==> src/rtl/lcd_bus_decoder.sv <==
// lcd_bus_decoder: passive tap on an 8080-style LCD write bus.
// Decodes ILI9341-style CASET/PASET/RAMWR traffic and rebuilds every RGB565
// pixel write as (x, y, RGB444) so the LCD stream can be compared on-chip
// with the VGA chain. Only listens to the bus; it never drives it.
module lcd_bus_decoder #(
  parameter int WIDTH       = 320,
  parameter int HEIGHT      = 240,
  parameter int SYNC_STAGES = 2
) (
  input  logic                      clk,
  input  logic                      resetN,
  input  logic [7:0]                lcd_db,
  input  logic                      lcd_wr,
  input  logic                      lcd_d_c,
  input  logic                      lcd_rd,
  input  logic                      lcd_reset,
  output logic                      cmd_valid,
  output logic [7:0]                cmd_code,
  output logic                      frame_start,
  output logic                      pxl_valid,
  output logic [$clog2(WIDTH)-1:0]  pxl_x,
  output logic [$clog2(HEIGHT)-1:0] pxl_y,
  output logic [11:0]               pxl_rgb,
  output logic                      protocol_err
);

  localparam int XW = $clog2(WIDTH);
  localparam int YW = $clog2(HEIGHT);
  localparam logic [15:0]   W_LIM  = 16'(WIDTH);
  localparam logic [15:0]   H_LIM  = 16'(HEIGHT);
  localparam logic [XW-1:0] EC_RST = XW'(WIDTH - 1);
  localparam logic [YW-1:0] EP_RST = YW'(HEIGHT - 1);
  // Bus bundle is {lcd_reset, lcd_rd, lcd_d_c, lcd_wr, lcd_db}. The idle
  // pattern holds reset/rd/wr high so leaving reset never fakes a write edge.
  localparam logic [11:0]   BUS_IDLE = 12'hD00;

  typedef enum logic [2:0] {
    ST_IDLE,
    ST_CASET,
    ST_PASET,
    ST_RAMWR,
    ST_IGNORE
  } state_t;

  logic [11:0] sync_reg [SYNC_STAGES];
  logic        wr_prev_reg;

  logic [11:0] bus_s;
  logic [7:0]  db_s;
  logic        wr_s, dc_s, rd_s, rst_s, wr_event;

  assign bus_s    = sync_reg[SYNC_STAGES-1];
  assign db_s     = bus_s[7:0];
  assign wr_s     = bus_s[8];
  assign dc_s     = bus_s[9];
  assign rd_s     = bus_s[10];
  assign rst_s    = bus_s[11];
  assign wr_event = wr_s & ~wr_prev_reg;

  state_t          state_reg, state_next;
  logic [2:0]      cnt_reg, cnt_next;
  logic [7:0]      par0_reg, par0_next, par1_reg, par1_next, par2_reg, par2_next;
  logic [XW-1:0]   sc_reg, sc_next, ec_reg, ec_next;
  logic [YW-1:0]   sp_reg, sp_next, ep_reg, ep_next;
  logic [XW-1:0]   cur_x_reg, cur_x_next;
  logic [YW-1:0]   cur_y_reg, cur_y_next;
  logic            half_reg, half_next;
  logic [7:0]      hi_reg, hi_next;
  logic            cmd_valid_reg, cmd_valid_next;
  logic [7:0]      cmd_code_reg, cmd_code_next;
  logic            frame_start_reg, frame_start_next;
  logic            pxl_valid_reg, pxl_valid_next;
  logic [XW-1:0]   pxl_x_reg, pxl_x_next;
  logic [YW-1:0]   pxl_y_reg, pxl_y_next;
  logic [11:0]     pxl_rgb_reg, pxl_rgb_next;
  logic            err_reg, err_next;

  // Window parameters as they arrive: {hi,lo} of start, {hi,lo} of end.
  logic [15:0] win_start, win_end;
  logic [11:0] rgb444;
  assign win_start = {par0_reg, par1_reg};
  assign win_end   = {par2_reg, db_s};
  // RGB565 {R5,G6,B5} over hi/lo bytes, reduced to the top 4 bits of each.
  assign rgb444    = {hi_reg[7:4], hi_reg[2:0], db_s[7], db_s[4:1]};

  // Input synchronisers plus the delayed write strobe for edge detection.
  always_ff @(posedge clk or negedge resetN) begin
    if (!resetN) begin
      for (int i = 0; i < SYNC_STAGES; i++) sync_reg[i] <= BUS_IDLE;
      wr_prev_reg <= 1'b1;
    end else begin
      sync_reg[0] <= {lcd_reset, lcd_rd, lcd_d_c, lcd_wr, lcd_db};
      for (int i = 1; i < SYNC_STAGES; i++) sync_reg[i] <= sync_reg[i-1];
      wr_prev_reg <= wr_s;
    end
  end

  // Decoder state and output registers.
  always_ff @(posedge clk or negedge resetN) begin
    if (!resetN) begin
      state_reg       <= ST_IDLE;
      cnt_reg         <= '0;
      par0_reg        <= '0;
      par1_reg        <= '0;
      par2_reg        <= '0;
      sc_reg          <= '0;
      ec_reg          <= EC_RST;
      sp_reg          <= '0;
      ep_reg          <= EP_RST;
      cur_x_reg       <= '0;
      cur_y_reg       <= '0;
      half_reg        <= 1'b0;
      hi_reg          <= '0;
      cmd_valid_reg   <= 1'b0;
      cmd_code_reg    <= '0;
      frame_start_reg <= 1'b0;
      pxl_valid_reg   <= 1'b0;
      pxl_x_reg       <= '0;
      pxl_y_reg       <= '0;
      pxl_rgb_reg     <= '0;
      err_reg         <= 1'b0;
    end else begin
      state_reg       <= state_next;
      cnt_reg         <= cnt_next;
      par0_reg        <= par0_next;
      par1_reg        <= par1_next;
      par2_reg        <= par2_next;
      sc_reg          <= sc_next;
      ec_reg          <= ec_next;
      sp_reg          <= sp_next;
      ep_reg          <= ep_next;
      cur_x_reg       <= cur_x_next;
      cur_y_reg       <= cur_y_next;
      half_reg        <= half_next;
      hi_reg          <= hi_next;
      cmd_valid_reg   <= cmd_valid_next;
      cmd_code_reg    <= cmd_code_next;
      frame_start_reg <= frame_start_next;
      pxl_valid_reg   <= pxl_valid_next;
      pxl_x_reg       <= pxl_x_next;
      pxl_y_reg       <= pxl_y_next;
      pxl_rgb_reg     <= pxl_rgb_next;
      err_reg         <= err_next;
    end
  end

  // Next-state decode: soft reset first, otherwise act only on write events.
  always_comb begin
    state_next       = state_reg;
    cnt_next         = cnt_reg;
    par0_next        = par0_reg;
    par1_next        = par1_reg;
    par2_next        = par2_reg;
    sc_next          = sc_reg;
    ec_next          = ec_reg;
    sp_next          = sp_reg;
    ep_next          = ep_reg;
    cur_x_next       = cur_x_reg;
    cur_y_next       = cur_y_reg;
    half_next        = half_reg;
    hi_next          = hi_reg;
    cmd_valid_next   = 1'b0;
    cmd_code_next    = cmd_code_reg;
    frame_start_next = 1'b0;
    pxl_valid_next   = 1'b0;
    pxl_x_next       = pxl_x_reg;
    pxl_y_next       = pxl_y_reg;
    pxl_rgb_next     = pxl_rgb_reg;
    err_next         = 1'b0;

    if (!rst_s) begin
      // LCD reset pin low: same values as the asynchronous reset.
      state_next    = ST_IDLE;
      cnt_next      = '0;
      par0_next     = '0;
      par1_next     = '0;
      par2_next     = '0;
      sc_next       = '0;
      ec_next       = EC_RST;
      sp_next       = '0;
      ep_next       = EP_RST;
      cur_x_next    = '0;
      cur_y_next    = '0;
      half_next     = 1'b0;
      hi_next       = '0;
      cmd_code_next = '0;
      pxl_x_next    = '0;
      pxl_y_next    = '0;
      pxl_rgb_next  = '0;
    end else if (wr_event) begin
      // A read strobe overlapping a write is flagged, but the byte is used.
      if (!rd_s) err_next = 1'b1;

      if (!dc_s) begin
        cmd_code_next  = db_s;
        cmd_valid_next = 1'b1;
        if (state_reg == ST_RAMWR && half_reg) err_next = 1'b1;
        if ((state_reg == ST_CASET || state_reg == ST_PASET) && cnt_reg < 3'd4)
          err_next = 1'b1;
        half_next = 1'b0;
        cnt_next  = '0;
        case (db_s)
          8'h2A:   state_next = ST_CASET;
          8'h2B:   state_next = ST_PASET;
          8'h2C: begin
            state_next       = ST_RAMWR;
            cur_x_next       = sc_reg;
            cur_y_next       = sp_reg;
            frame_start_next = 1'b1;
          end
          default: state_next = ST_IGNORE;
        endcase
      end else begin
        case (state_reg)
          ST_IDLE: err_next = 1'b1;
          ST_CASET, ST_PASET: begin
            if (cnt_reg < 3'd4) begin
              cnt_next = cnt_reg + 3'd1;
              case (cnt_reg)
                3'd0: par0_next = db_s;
                3'd1: par1_next = db_s;
                3'd2: par2_next = db_s;
                default: begin
                  if (state_reg == ST_CASET) begin
                    if (win_start <= win_end && win_end < W_LIM) begin
                      sc_next = win_start[XW-1:0];
                      ec_next = win_end[XW-1:0];
                    end else begin
                      err_next = 1'b1;
                    end
                  end else begin
                    if (win_start <= win_end && win_end < H_LIM) begin
                      sp_next = win_start[YW-1:0];
                      ep_next = win_end[YW-1:0];
                    end else begin
                      err_next = 1'b1;
                    end
                  end
                end
              endcase
            end
          end
          ST_RAMWR: begin
            if (!half_reg) begin
              hi_next   = db_s;
              half_next = 1'b1;
            end else begin
              half_next      = 1'b0;
              pxl_valid_next = 1'b1;
              pxl_x_next     = cur_x_reg;
              pxl_y_next     = cur_y_reg;
              pxl_rgb_next   = rgb444;
              if (cur_x_reg != ec_reg) begin
                cur_x_next = cur_x_reg + XW'(1);
              end else begin
                cur_x_next = sc_reg;
                cur_y_next = (cur_y_reg != ep_reg) ? cur_y_reg + YW'(1) : sp_reg;
              end
            end
          end
          default: ;
        endcase
      end
    end
  end

  assign cmd_valid    = cmd_valid_reg;
  assign cmd_code     = cmd_code_reg;
  assign frame_start  = frame_start_reg;
  assign pxl_valid    = pxl_valid_reg;
  assign pxl_x        = pxl_x_reg;
  assign pxl_y        = pxl_y_reg;
  assign pxl_rgb      = pxl_rgb_reg;
  assign protocol_err = err_reg;

endmodule

==> config.mk <==
export PLATFORM = sky130hd
export DESIGN_NAME = lcd_bus_decoder
export DESIGN_NICKNAME = d
export VERILOG_FILES = /design/src/rtl/lcd_bus_decoder.sv
export SDC_FILE = /design/constraint.sdc
export NUM_CORES = 1
export LEC_CHECK = 0
export ABC_AREA = 1
export CAP_MARGIN = 20
export CORE_MARGIN = 2
export CORE_UTILIZATION = 59
export CTS_CLUSTER_DIAMETER = 60
export CTS_CLUSTER_SIZE = 40
export DETAILED_ROUTE_END_ITERATION = 10
export GPL_TIMING_DRIVEN = 0
export HOLD_SLACK_MARGIN = 0.15
export PLACE_DENSITY = 0.85
export SYNTH_ARGS = -nofsm -noshare
export SYNTH_HDL_FRONTEND = slang
export SYNTH_SLANG_ARGS = --single-unit
==> constraint.sdc <==
create_clock -name clk -period 2 [get_ports clk]
set_input_delay 0.5 -clock clk [delete_from_list [all_inputs] [get_ports clk]]
set_output_delay 0.5 -clock clk [all_outputs]
set_load 0.02 [all_outputs]
==> impl_metrics.json, run 1 <==
{
  "status": "complete, but fails checks",
  "violations": "negative setup slack",
  "finalSetupViolations": 40,
  "dp_slack_ns": -0.0810,
  "syn_avg_cell_area_sq_um": 8.93,
  "dieArea_sq_um": 13200,
  "synth.top_cell.area_share": 0.461,
  "syn-num-nets": 850,
  "worstSkewPairLatency_ns": 0.43,
  "max_cap_viol_count": 0,
  "port_buffers": 54,
  "p_per_area_nw_per_um2": 938,
  "cp-end-kind": "register",
  "routed-wl-met2_microns": 9180,
  "yosys.area.top_type": "dfrtp_1",
  "synth.top_cells.by_area": "dfrtp_1 (46%), nand2_1 (12%), dfstp_2 (7.6%)",
  "maxSlewViolCount": 0,
  "boundaryPins": 55,
  "ys_seq_area_frac": 0.537,
  "layout.nets": 946,
  "path_class": "reg2reg",
  "vias_per_cell": 5.95,
  "dr_wl_met3_microns": 1790,
  "async_reset_ff_frac": 1.00,
  "num-fill-cells": 750,
  "path_max_fanout": 3,
  "path_clk_slew_ns": 0.07,
  "most-common-layout-cells": "nand2_1 (195), dfrtp_1 (134), inv_1 (85)",
  "remaining_drc_errors": 0,
  "overflow": 0,
  "clockBufferDepth": 2,
  "avgRoutedWirePerCell_microns": 18.3,
  "seqCellArea_sq_um": 3910,
  "synth_area_sq_um": 7270,
  "routabilityCongestion": 0.888,
  "synth-edff-count": 0,
  "first_iter_violations": 872,
  "layout_commonest_cell": "nand2_1",
  "met1Wirelength_microns": 7530,
  "postRouteAntennaNets": 0,
  "rsz0062_at_grt": "yes",
  "rows": 40,
  "synth_ff_type": "dfrtp_1",
  "ys_types": 44,
  "fp.dieH_microns": 115,
  "place_hpwl_microns": 11500,
  "vias": 6367,
  "p_total_uw": 8600,
  "fmax_mhz": 442,
  "cp.required_ns": 2.37,
  "ys_ff_latch": 155,
  "tightest_slew_ns": 0.920,
  "cts_tree": "yes",
  "drive_above_1_share": 0.220,
  "cts_root_buf": "clkbuf_16",
  "p_leak_uw": 0.00431,
  "fin_crit_ns": 2.26,
  "whs_ns": 0.347,
  "syn2layout_area_growth_pct": 26.1,
  "numCtsBuffers": 17,
  "slew_headroom": 0.381,
  "finalWirelength_microns": 19500,
  "final.setup_skew_ns": 0.00780,
  "syn_inst": 814,
  "cts.sinks": 155,
  "antenna_found_initial": 0,
  "initial_core_util": 0.605,
  "totalNegativeSetupSlack_ns": -4.53,
  "worstSetupStartpointType": "register",
  "synth_warnings": 0,
  "grt_pass1_vias": 5780,
  "core_sq_um": 12000,
  "track_usage": 0.277,
  "setup_slack_ns": -0.260,
  "antenna_cells": 0,
  "arrival_ns": 2.63,
  "hold_class": "reg2reg",
  "drtPass1Iterations": 9,
  "vdd_drop_max_uv": 955,
  "die_w_microns": 115,
  "period_share": 1.13,
  "ctsHtreeMaxLevel": 4,
  "dr.max_layer_used": "met4",
  "grt_max_degree": 87,
  "multiInputGateArea_sq_um": 3100,
  "hold_viol": 0,
  "grt_pass1_wl_microns": 28100
}
[cell families after synthesis]
| kind of cell | share of synthesized area |
|---|---|
| buf+inv | 0.0783 |
| xor+xnor | 0.0277 |
| flops | 0.537 |
| compound gates | 0.0950 |
| fa+ha+maj | 0.0379 |
| simple gates | 0.224 |
[stage by stage]
step,std cells,instance area (sq um),utilization
2_1_floorplan,814,7270,-
3_3_place_gp,1015,7990,0.665
3_5_place_dp,1016,8020,0.668
4_1_cts,1055,8680,0.723
5_1_grt,1070,9170,0.763
6_report,1070,9170,0.763
[routing by layer]
metal,up-vias,global-route usage
met4,0,0.117
met2,434,0.443
met1,2984,0.365
met3,136,0.0659
li1,2813,-
met5,-,0
[cell usage after synthesis, types with 3 or more instances]
cell / n
buf_4: 3
buf_6: 7
a21oi_1: 17
o21ai_0: 63
inv_2: 4
o21ai_1: 12
buf_2: 7
inv_1: 96
nor2_1: 26
nand3b_1: 4
dfrtp_1: 134
nand2_4: 5
o22ai_1: 21
ha_1: 22
nand4_1: 6
clkbuf_1: 9
or2_2: 3
xor2_1: 14
nor3_1: 7
nand3_1: 60
xnor2_1: 9
nand2_1: 225
nand2_2: 15
dfstp_2: 21
[layout make-up]
class                      instances  area share
sequential                       155       0.426
inverter                         101      0.0414
timing repair buffer              79      0.0868
tap                              147      0.0201
multi-input combinational        530       0.338
clock buffer                      18      0.0479
buffer                            26      0.0236
clock inverter                    14      0.0161
[path summary, 6_finish.rpt]
path / depth (start not counted) / slack, ns / to / start
setup / recovery: 7 / -0.26 / state_reg[1] / bus_s[7]
hold / removal: 0 / 0.35 / bus_s[3] / sync_reg[15]
setup reg to reg: 7 / -0.26 / state_reg[1] / bus_s[7]
hold reg to reg: 0 / 0.35 / bus_s[3] / sync_reg[15]
max in group asynchronous: 3 / 0.51 / ec_reg[4] / resetN
min in group asynchronous: 2 / 0.62 / par2_reg[6] / resetN
[power by group]
group / switching, uW / total, uW / internal (uW)
sequential: 292 / 3800 / 3510
combinational: 964 / 1610 / 646
clock: 1320 / 3190 / 1870
[worst max-delay path, cell delays in order (launching register included)]
cell and delay (ns):
dfrtp_1 0.39, buf_4 0.15, nor2_1 0.19, nand3_1 0.20
nor4_1 0.74, nand2_1 0.16, a21oi_1 0.26, a21o_1 0.12
[repair_timing]
action,4_1_cts,5_1_grt
pin swaps,2,10
endpoints found under the setup margin,33,96
hold endpoints to repair,64,0
buffers inserted,6,15
hold buffers,1,0
gates resized for setup,10,90
cloned,0,2
Power figures use the tool's default switching activity.
==> inputs of run 2 (changes only) <==
Settings changed: CORE_UTILIZATION 59 to 40, PLACE_DENSITY 0.85 to 0.63.
==> impl_metrics.json, run 2 (synthesis gave the netlist of run 1 again) <==
{
  "status": "complete, but fails checks",
  "violations": "negative setup slack",
  "postRouteAntennaNets": 0,
  "core_sq_um": 17900,
  "clockBufferDepth": 2,
  "hold_class": "reg2reg",
  "path_max_fanout": 5,
  "finalSetupViolations": 8,
  "dpl_cell_area_sq_um": 8120,
  "track_usage": 0.186,
  "multiInputGateArea_sq_um": 3080,
  "avgRoutedWirePerCell_microns": 14.9,
  "setup_slack_ns": -0.0158,
  "dp_slack_ns": -0.142,
  "rsz0062_at_grt": "yes",
  "fp.dieH_microns": 139,
  "vias_per_cell": 4.92,
  "drtPass1Iterations": 6,
  "remaining_drc_errors": 0,
  "p_leak_uw": 0.00435,
  "r2r-start": "par2_reg[2]",
  "maxSlewViolCount": 0,
  "max_cap_viol_count": 0,
  "overflow": 0,
  "finalCoreUtilization": 0.520,
  "initial_core_util": 0.406,
  "die_w_microns": 139,
  "rrSetupSlack_ns": -0.02,
  "routabilityCongestion": 0.875,
  "numCtsBuffers": 17,
  "rows": 49,
  "fmax_mhz": 496,
  "finalInstanceArea_sq_um": 9300,
  "cts_root_buf": "clkbuf_16",
  "worstSetupStartpoint": "par2_reg[2]",
  "boundaryPins": 55,
  "fin_crit_ns": 2.02,
  "cp-end-kind": "register",
  "dp_cells": 1098,
  "port_buffers": 54,
  "layout.nets": 955,
  "path_class": "reg2reg",
  "place_hpwl_microns": 11900,
  "antenna_cells": 0,
  "rr_worst_depth": 15,
  "worstSetupStartpointType": "register",
  "grt_pass1_wl_microns": 28800,
  "vdd_drop_max_uv": 656,
  "arrival_ns": 2.38,
  "grt_max_degree": 92,
  "most-common-layout-cells": "nand2_1 (193), dfrtp_1 (134), inv_1 (87)",
  "layoutNonFillerInstCount": 1161,
  "slew_headroom": 0.602,
  "totalNegativeSetupSlack_ns": -0.0377,
  "worstSkewPairLatency_ns": 0.43,
  "tightest_slew_ns": 0.598,
  "seqCellArea_sq_um": 3910,
  "layout_commonest_cell": "nand2_1",
  "r2r_end": "sp_reg[6]",
  "hold_viol": 0,
  "cts.sinks": 155,
  "worstSetupEndpoint": "sp_reg[6]",
  "cts_tree": "yes",
  "period_share": 1.01,
  "dieArea_sq_um": 19300,
  "finalWirelength_microns": 17300,
  "drive_above_1_share": 0.231,
  "final.setup_skew_ns": 0.0138,
  "first_iter_violations": 384,
  "grt_pass1_vias": 5564,
  "cp.required_ns": 2.37,
  "antenna_found_initial": 0,
  "path_clk_slew_ns": 0.07,
  "syn2layout_area_growth_pct": 28.0,
  "num-fill-cells": 1641,
  "p_per_area_nw_per_um2": 908,
  "vias": 5711,
  "ctsHtreeMaxLevel": 4
}
[run 2: changes by cell type in the layout (fill, tap and decap cells not counted), sizes merged]
cell | before | now
buf | 40 | 50
inv | 101 | 108
clkinv | 10 | 5
clkbuf | 29 | 27
bufinv | 2 | 1
[run 2: layout make-up]
class | instances | area share
buffer | 26 | 0.0230
clock buffer | 17 | 0.0457
clock inverter | 15 | 0.0164
inverter | 101 | 0.0408
multi-input combinational | 530 | 0.331
sequential | 155 | 0.420
tap | 229 | 0.0308
timing repair buffer | 88 | 0.0927
[run 2: critical path, stage by stage (launching register included)]
cell       delay, ns
dfrtp_1         0.39
inv_2           0.07
ha_4            0.27
nand2_2         0.05
inv_2           0.05
nand3_2         0.08
nor3_4          0.20
nand2_1         0.08
nand2_1         0.08
nand2_2         0.10
nand2_4         0.09
nand2_4         0.08
nand2_4         0.14
clkbuf_16       0.16
nand2_2         0.04
nand2_1         0.06
[run 2: metrics by stage]
step	power, uW	hold WS, ns
floorplan	4610	0.204
global placement	4990	0.333
detailed placement	5030	0.335
CTS	8260	0.346
global route	8880	0.353
finish	8440	0.341
[run 2: worst min-delay path by stage]
stage | endpoint | startpoint | slack [ns] | depth (start not counted)
5_1_grt | bus_s[6] | sync_reg[18] | 0.35 | 0
4_1_cts | bus_s[2] | sync_reg[14] | 0.35 | 0
6_report | bus_s[2] | sync_reg[14] | 0.34 | 0
3_5_place_dp | bus_s[2] | sync_reg[14] | 0.33 | 0
2_1_floorplan | bus_s[0] | resetN | 0.20 | 0
3_3_place_gp | bus_s[1] | sync_reg[13] | 0.33 | 0
[run 2: what timing repair did]
item / 4_1_cts / 5_1_grt
hold buffers: 1 / 0
resized for setup: 10 / 86
cloned: 0 / 3
pin swaps: 2 / 16
endpoints found under the hold margin: 57 / 0
setup endpoints to repair: 31 / 97
buffers inserted: 8 / 21
[run 2: power breakdown]
group / leakage [uW] / switching (uW) / internal [uW]
Sequential: 0.00200 / 272 / 3510
Combinational: 0.00208 / 858 / 625
Clock: 0.000278 / 1420 / 1760
[run 2: metal layers]
metal	GRT usage	wire, microns	vias to the layer above	share of wire
met5	0	0	-	0
met4	0.0548	235	0	0.014
met3	0.0387	796	19	0.046
met2	0.289	8210	155	0.47
met1	0.265	8090	2702	0.47
li1	-	-	2835	-
==> inputs of run 3 (changes only) <==
Settings changed: CELL_PAD_IN_SITES_DETAIL_PLACEMENT from default to 2, CELL_PAD_IN_SITES_GLOBAL_PLACEMENT from default to 2, CORE_UTILIZATION 40 to 36, PLACE_DENSITY 0.63 to 0.84.
==> impl_metrics.json, run 3 (synthesis gave the netlist of run 1 again) <==
{
  "status": "complete, but fails checks",
  "violations": "negative setup slack",
  "slowest_delay_ns": 0.48,
  "grt_pass1_vias": 7211,
  "cp.required_ns": 2.32,
  "hold_class": "reg2reg",
  "hold_viol": 0,
  "finalCoreUtilization": 0.512,
  "path_clk_slew_ns": 0.08,
  "period_share": 1.24,
  "finalWirelength_microns": 35100,
  "ctsHtreeMaxLevel": 4,
  "most-common-layout-cells": "nand2_1 (173), dfrtp_1 (132), inv_1 (84)",
  "remaining_drc_errors": 0,
  "initial_core_util": 0.370,
  "core_sq_um": 19700,
  "dpl_cell_area_sq_um": 8170,
  "cp-end-kind": "register",
  "p_per_area_nw_per_um2": 948,
  "die_w_microns": 146,
  "drtPass1Iterations": 6,
  "grt_max_degree": 116,
  "vias_per_cell": 5.74,
  "path_class": "reg2reg",
  "antenna_cells": 0,
  "grt_pass1_wl_microns": 44500,
  "multiInputGateArea_sq_um": 3490,
  "cts_tree": "yes",
  "critPathSlowestCell": "dfrtp_1",
  "dp_slack_ns": -0.347,
  "antenna_found_initial": 0,
  "place_hpwl_microns": 15800,
  "avgRoutedWirePerCell_microns": 28.9,
  "postRouteAntennaNets": 0,
  "p_total_uw": 9530,
  "worstSkewPairLatency_ns": 0.46,
  "path_max_fanout": 16,
  "boundaryPins": 55,
  "cts.sinks": 155,
  "port_buffers": 54,
  "max_cap_viol_count": 0,
  "syn2layout_area_growth_pct": 38.4,
  "rsz0062_at_grt": "yes",
  "fin_crit_ns": 2.47,
  "slew_headroom": 0.559,
  "final.setup_skew_ns": 0.0103,
  "rows": 51,
  "numCtsBuffers": 17,
  "drive_above_1_share": 0.315,
  "cts_root_buf": "clkbuf_16",
  "clockBufferDepth": 2,
  "track_usage": 0.275,
  "vias": 6975,
  "routabilityCongestion": 0.826,
  "tightest_slew_ns": 0.656,
  "seqCellArea_sq_um": 3910,
  "finalSetupViolations": 105,
  "p_leak_uw": 0.00455,
  "vdd_drop_max_uv": 728,
  "worstSetupStartpointType": "register",
  "maxSlewViolCount": 0,
  "dieArea_sq_um": 21300,
  "first_iter_violations": 426,
  "layout_commonest_cell": "nand2_1",
  "cp_cell_sequence": "nor2_1 > nor2_1 > nand2_1 > nand2_1 > nand3_2 > o21ai_0",
  "finalInstanceArea_sq_um": 10100,
  "fp.dieH_microns": 146,
  "num-fill-cells": 2071,
  "layout.nets": 973,
  "overflow": 0,
  "fmax_mhz": 405,
  "setup_slack_ns": -0.472,
  "arrival_ns": 2.80
}
## run 3: changes by cell type in the layout (fill, tap and decap cells not counted), moves of 8 or more
cell / previous run / this run
o21ai_2: 0 / 12
nand2_4: 12 / 21
nand3_2: 11 / 23
nand2_2: 39 / 47
nand2_1: 193 / 173
nand3_1: 51 / 38
o21ai_0: 62 / 47
## run 3: cell type report
type / count / share of cell area
Sequential cell: 155 / 0.388
Multi-Input combinational cell: 533 / 0.347
Clock inverter: 15 / 0.0165
Clock buffer: 17 / 0.0423
Tap cell: 265 / 0.0330
Timing Repair Buffer: 104 / 0.109
Buffer: 25 / 0.0256
Inverter: 101 / 0.0384
## run 3: final timing paths
kind | start | endpoint | slack [ns] | cells after the start
max | state_reg[1] | par0_reg[0] | -0.47 | 6
min | sync_reg[18] | bus_s[6] | 0.35 | 0
max reg2reg | state_reg[1] | par0_reg[0] | -0.47 | 6
min reg2reg | sync_reg[18] | bus_s[6] | 0.35 | 0
max in group asynchronous | resetN | cur_x_reg[0] | 0.51 | 3
min in group asynchronous | resetN | par2_reg[5] | 0.51 | 2
## run 3: metal layers
metal,track usage,routed length (microns)
met5,0,0
met3,0.0428,1500
met2,0.482,17600
met1,0.344,14600
met4,0.105,1430
## run 3: critical path, delay by kind of cell (launching register included)
kind            cells  cell delay, ns
simple gates        5            1.37
flops               1            0.48
compound gates      1            0.48
## run 3: repair_timing
action                                  in CTS  in global routing
gates cloned                                 4                  5
hold endpoints to repair                    36                  0
setup buffers                               27                 15
hold buffers                                 1                  0
resized for setup                           62                167
pin swaps                                   13                 29
endpoints found under the setup margin     105                123
## run 3: through the flow
step / hold slack (ns) / TNS (ns) / instances
2_1_floorplan: 0.204 / 0 / 814
3_3_place_gp: 0.331 / -894.37 / 1133
3_5_place_dp: 0.338 / -8.66 / 1134
4_1_cts: 0.353 / -0.538 / 1195
5_1_grt: 0.364 / -22.50 / 1215
6_report: 0.351 / -17.59 / 1215
## run 3: where the power goes
part,leakage (uW),internal (uW),switching (uW)
Combinational,0.00227,794,1370
Sequential,0.00200,3510,376
Clock,0.000287,1870,1620
Total,0.00455,6170,3370
